==> config.mk <==
export PLATFORM = sky130hd
export DESIGN_NAME = adder_accum
export DESIGN_NICKNAME = d
export VERILOG_FILES = /design/src/rtl/adder_accum.sv
export SDC_FILE = /design/constraint.sdc
export NUM_CORES = 1
export LEC_CHECK = 0
export CAP_MARGIN = 20
export CORE_UTILIZATION = 30
export CTS_BUF_LIST = sky130_fd_sc_hd__clkbuf_8
export DETAILED_ROUTE_END_ITERATION = 10
export SLEW_MARGIN = 30
export SYNTH_ARGS = -nofsm -noshare
export SYNTH_HDL_FRONTEND = slang
export SYNTH_HIERARCHICAL = 1
export SYNTH_SLANG_ARGS = --single-unit
==> constraint.sdc <==
create_clock -name clk -period 6.7 [get_ports clk]
set_input_delay 1.34 -clock clk [delete_from_list [all_inputs] [get_ports clk]]
set_output_delay 1.34 -clock clk [all_outputs]
set_load 0.05 [all_outputs]
==> src/rtl/adder_accum.sv <==
// -----------------------------------------------------------------------------
// adder_accum -- multi-lane signed accumulating adder for the reduction path.
//
// Sums a variable-length group of input vectors lane by lane. A group ends on
// an accepted beat with in_last set. One registered result vector is presented
// per group. Both sides use valid/ready handshakes.
//
// Parameters: DATA_W (lane width), LANES (lane count), CNT_W (beat counter width)
// Ports:
//   clk, rst                 clock, asynchronous active-high reset
//   in_valid/in_ready        input beat handshake (in_ready is combinational)
//   in_data, in_last         LANES packed signed operands, group delimiter
//   out_valid/out_ready      result handshake
//   out_data                 per-lane group sums
//   out_count                beats in the group, saturating at 2^CNT_W-1
//   out_ovf                  per-lane sticky signed overflow for the group
//
// Optional feature: define ADDER_ACCUM_SAT_EN to clamp each lane on overflow
// instead of wrapping. out_ovf reports overflow in both builds.
// -----------------------------------------------------------------------------

// One lane: accumulator, sticky overflow and the lane's result registers.
module adder_accum_lane #(
    parameter int DATA_W = 32
) (
    input  logic              clk,
    input  logic              rst,
    input  logic              beat,     // accepted input beat
    input  logic              last,     // the beat closes the group
    input  logic              first,    // the beat opens a group
    input  logic [DATA_W-1:0] in_lane,
    output logic [DATA_W-1:0] out_lane,
    output logic              out_ovf
);
    logic [DATA_W-1:0] acc;
    logic              ovf_r;
    logic [DATA_W-1:0] base;
    logic [DATA_W:0]   sum_ext;
    logic              ovf_now;
    logic [DATA_W-1:0] nxt_acc;
    logic              nxt_ovf;

    assign base    = first ? '0 : acc;
    assign sum_ext = {base[DATA_W-1], base} + {in_lane[DATA_W-1], in_lane};
    // With sign-extended operands the top two sum bits disagree exactly when
    // the operands share a sign and the DATA_W-bit result sign differs.
    assign ovf_now = sum_ext[DATA_W] ^ sum_ext[DATA_W-1];
    assign nxt_ovf = (first ? 1'b0 : ovf_r) | ovf_now;

`ifdef ADDER_ACCUM_SAT_EN
    localparam logic [DATA_W-1:0] MAX_POS = {1'b0, {(DATA_W-1){1'b1}}};
    localparam logic [DATA_W-1:0] MIN_NEG = {1'b1, {(DATA_W-1){1'b0}}};
    // On overflow the true sign is carried in the extension bit.
    assign nxt_acc = !ovf_now      ? sum_ext[DATA_W-1:0] :
                     sum_ext[DATA_W] ? MIN_NEG : MAX_POS;
`else
    assign nxt_acc = sum_ext[DATA_W-1:0];
`endif

    always_ff @(posedge clk or posedge rst) begin
        if (rst) begin
            acc      <= '0;
            ovf_r    <= 1'b0;
            out_lane <= '0;
            out_ovf  <= 1'b0;
        end else if (beat) begin
            acc   <= nxt_acc;
            ovf_r <= nxt_ovf;
            if (last) begin
                out_lane <= nxt_acc;
                out_ovf  <= nxt_ovf;
            end
        end
    end
endmodule

module adder_accum #(
    parameter int DATA_W = 32,
    parameter int LANES  = 4,
    parameter int CNT_W  = 8
) (
    input  logic                    clk,
    input  logic                    rst,
    input  logic                    in_valid,
    output logic                    in_ready,
    input  logic [LANES*DATA_W-1:0] in_data,
    input  logic                    in_last,
    output logic                    out_valid,
    input  logic                    out_ready,
    output logic [LANES*DATA_W-1:0] out_data,
    output logic [CNT_W-1:0]        out_count,
    output logic [LANES-1:0]        out_ovf
);
    typedef enum logic {ACC, HOLD} state_t;

    state_t                        state;
    logic                          first;
    logic [CNT_W-1:0]              cnt;
    logic [CNT_W-1:0]              nxt_cnt;
    logic                          beat;
    logic [LANES-1:0][DATA_W-1:0]  in_lanes;
    logic [LANES-1:0][DATA_W-1:0]  out_lanes;

    // HOLD can take a new beat in the same cycle its result is consumed.
    assign in_ready = !rst && ((state == ACC) || out_ready);
    assign beat     = in_valid && in_ready;
    assign nxt_cnt  = first ? CNT_W'(1) : ((cnt == '1) ? cnt : cnt + 1'b1);

    assign in_lanes = in_data;
    assign out_data = out_lanes;

    for (genvar i = 0; i < LANES; i++) begin : g_lane
        adder_accum_lane #(.DATA_W(DATA_W)) u_lane (
            .clk      (clk),
            .rst      (rst),
            .beat     (beat),
            .last     (in_last),
            .first    (first),
            .in_lane  (in_lanes[i]),
            .out_lane (out_lanes[i]),
            .out_ovf  (out_ovf[i])
        );
    end

    always_ff @(posedge clk or posedge rst) begin
        if (rst) begin
            state     <= ACC;
            first     <= 1'b1;
            cnt       <= '0;
            out_valid <= 1'b0;
            out_count <= '0;
        end else if (beat) begin
            first <= in_last;
            cnt   <= nxt_cnt;
            if (in_last) begin
                out_count <= nxt_cnt;
                out_valid <= 1'b1;
                state     <= HOLD;
            end else if (state == HOLD) begin
                // Old result consumed, new multi-beat group started.
                out_valid <= 1'b0;
                state     <= ACC;
            end
        end else if (state == HOLD && out_ready) begin
            out_valid <= 1'b0;
            state     <= ACC;
        end
    end
endmodule

==> impl_metrics.csv <==
group,metric,value,unit
final_layout,layout.nets,2447,
route,first_iter_violations,719,
synthesis,ys.warnings.count,6,
final_layout,multi_input_area,11200,um2
synthesis,synth_ff_type,"dfrtp_1",
clock_network,clk_pin_slew,0.05,ns
synthesis,ys_ff_latch,283,
route,vias_per_cell,5.08,
clock_network,cts_tree,"yes",
place,placed_area,22400,um2
synthesis,syn-num-nets,2192,
route,top_layer_used,"met5",
final_layout,final_cell_area,23500,um2
floorplan,dieArea,63800,um2
synthesis,synth_area,18800,um2
floorplan,ios,275,
worst_setup_path,crit_fanout,20,
global_route,grt_pass1_vias,15500,
final_layout,finalNonFillerCells,3061,
clock_network,cts_resized,0,
synthesis,ys_seq_area_share,37.6,%
final_layout,nFillCells,6254,
floorplan,die_x,253,um
synthesis,yosysUniqueCellTypes,89,
sta,setup_violations,0,
final_layout,n_antenna_cell,0,
synthesis,async_flop_share,100,%
clock_network,cts_max_level,2,
route,met2_length,25100,um
clock_network,cts-root-buf,"clkbuf_8",
global_route,grt_use_total,16.6,%
sta,drv_slew,0,
worst_setup_path,worstSetupPathType,"in -> out",
sta,hold_viol_final,0,
sta,finalCritPeriodShare,72.5,%
synthesis,syn_area_per_cell,9.78,um2
floorplan,core,61800,um2
route,drt-pass1-iter-count,5,
worst_setup_path,cp.required,5.36,ns
place,dp_worst_setup_slack,1.80,ns
floorplan,start_util,30.5,%
sta,setup_tns,0,ns
sta,finalCriticalPeriod,4.86,ns
final_layout,layout_common_cells,"dfrtp_1 (282), clkdlybuf4s50_1 (274), nand2_1 (202)",
floorplan,rows,91,
clock_network,post_cts_buffers,0,
power,peakVddDrop,307,uV
place,gp_congestion,0.929,
sta,max_freq,206,MHz
clock_network,cts_buffers,55,
synthesis,synth_edf_count,0,
synthesis,synth_top_area_share,37.5,%
power,p_leak,10.1,nW
job,maxCapViolCount,0,
synthesis,yosys.area.top_type,"dfrtp_1",
clock_network,clock_latency,0.66,ns
global_route,grt_max_degree,82,
min_path,hold_class,"reg -> reg",
place,placed_cells,2961,
worst_setup_path,cp-start-kind,"input pin",
sta,fin_ws,1.84,ns
synthesis,yosys-top-cells-area,"dfrtp_1 (37%), mux2_2 (11%), ha_1 (8.6%)",
global_route,grt_overflow,0,
global_route,antenna_found_initial,4,
final_layout,final_common_cell,"dfrtp_1",
power,power.density,512,nW/um2
clock_network,postCtsHoldBufs,0,
place,post-dp-hpwl,39000,um
place,portBuffers,274,
final_layout,drive_gt1_share,15.7,%
global_route,grt_pass1_wl,85000,um
route,wl,53400,um
floorplan,die_y,253,um
sta,clock_skew,0.0290,ns
route,wl_met3,3140,um
clock_network,cts_sinks,283,
sta,rsz0062_at_grt,"no",
sta,slew-limit-headroom,43.6,%
sta,tightest_slew,0.846,ns
clock_network,clockBufferDepth,3,
route,drcViolationCount,0,
final_layout,area_delta_synth_final,24.8,%
worst_setup_path,end_kind,"primary output",
route,routedWlPerCell,17.4,um
final_layout,register_area,7090,um2
outcome,outcome,"completed",
worst_setup_path,crit_arrival,3.52,ns
route,vias,15600,
synthesis,postSynthCellCount,1926,
route,wl_met1,23900,um
route,final_antenna_net_count,0,
## final timing paths
path	startpoint	to	slack, ns	cells past startpoint
max	rst	in_ready	1.84	4
min	g_lane[3].u_lane/out_lane[20]$_DFFE_PP0P_	g_lane[3].u_lane/out_lane[20]$_DFFE_PP0P_	0.47	2
max reg2reg	first$_DFFE_PP1P_	g_lane[2].u_lane/acc[22]$_DFFE_PP0P_	2.32	11
min reg2reg	g_lane[3].u_lane/out_lane[20]$_DFFE_PP0P_	g_lane[3].u_lane/out_lane[20]$_DFFE_PP0P_	0.47	2
max in group asynchronous	rst	g_lane[1].u_lane/acc[20]$_DFFE_PP0P_	4.36	3
min in group asynchronous	rst	g_lane[1].u_lane/acc[7]$_DFFE_PP0P_	1.35	2
## state kept, by name (all words and copies together), names as in the netlist
signal                  cells
cnt                         8
g_lane.u_lane/ovf_r         4
g_lane.u_lane/out_lane    128
out_count                   8
state                       1
out_valid                   1
g_lane.u_lane/acc         128
g_lane.u_lane/out_ovf       4
first                       1
## routing by layer
metal	global-route usage, %	vias up
met1	21.5	7569
met3	3.75	90
met2	27.4	402
li1	-	7493
met5	0	-
met4	5.06	6
## cell type report
cell class                 count  area share (%)
sequential                   283            30.1
tap                          837            4.46
inverter                      44           0.724
multi-input combinational   1508            47.6
timing repair buffer         289            12.2
clock buffer                  68            3.98
clock inverter                32           0.862
## kinds of logic (layout without fill, tap and decap cells)
family	Yosys count	in the layout	share of synthesized area, %
flops	283	283	37.6
fa+ha+maj	133	133	9.00
mux	188	188	11.3
buf+inv	135	433	2.96
simple gates	594	594	15.6
compound gates	482	482	18.4
xor+xnor	111	111	5.16
## per-stage QoR
step	hold slack, ns	total power, mW	util, %
floorplan	0.444	8.22	-
global placement	0.457	10.1	36.2
detailed placement	0.462	10.3	36.2
CTS	0.477	12.2	38.0
global route	0.498	12.9	38.0
finish	0.471	12.0	38.0
## critical path, cell delays in order
cell and delay [ns]:
clkdlybuf4s50_1 0.55, inv_1 0.61, and2_1 0.22, clkdlybuf4s50_1 0.80
## cell usage after synthesis, drive strengths merged (6+ instances only)
cell       n
dfrtp    282
nand2    205
mux2     182
nor2b    134
a21oi    131
ha       129
o21ai     97
nor2      96
clkbuf    62
xnor2     61
a21o      56
xor2      50
inv       44
nand3     34
nor3      32
nand4     30
buf       29
a211oi    22
nand2b    18
o21a      16
o31ai     16
a31oi     15
o211ai    14
o311ai    12
o21bai    11
a211o     10
and2      10
a41oi      8
o2111ai    8
a2111oi    7
a21boi     7
a22o       7
and4       7
or2        7
and3       6
mux2i      6
## report_power, final
| part | internal (mW) | switching, mW | total [mW] |
|---|---|---|---|
| registers | 2.56 | 0.463 | 3.02 |
| logic | 2.87 | 4.36 | 7.22 |
| clock network | 0.994 | 0.809 | 1.80 |
| total | 6.41 | 5.63 | 12.0 |
No activity file was read; power rests on OpenSTA's default activity.
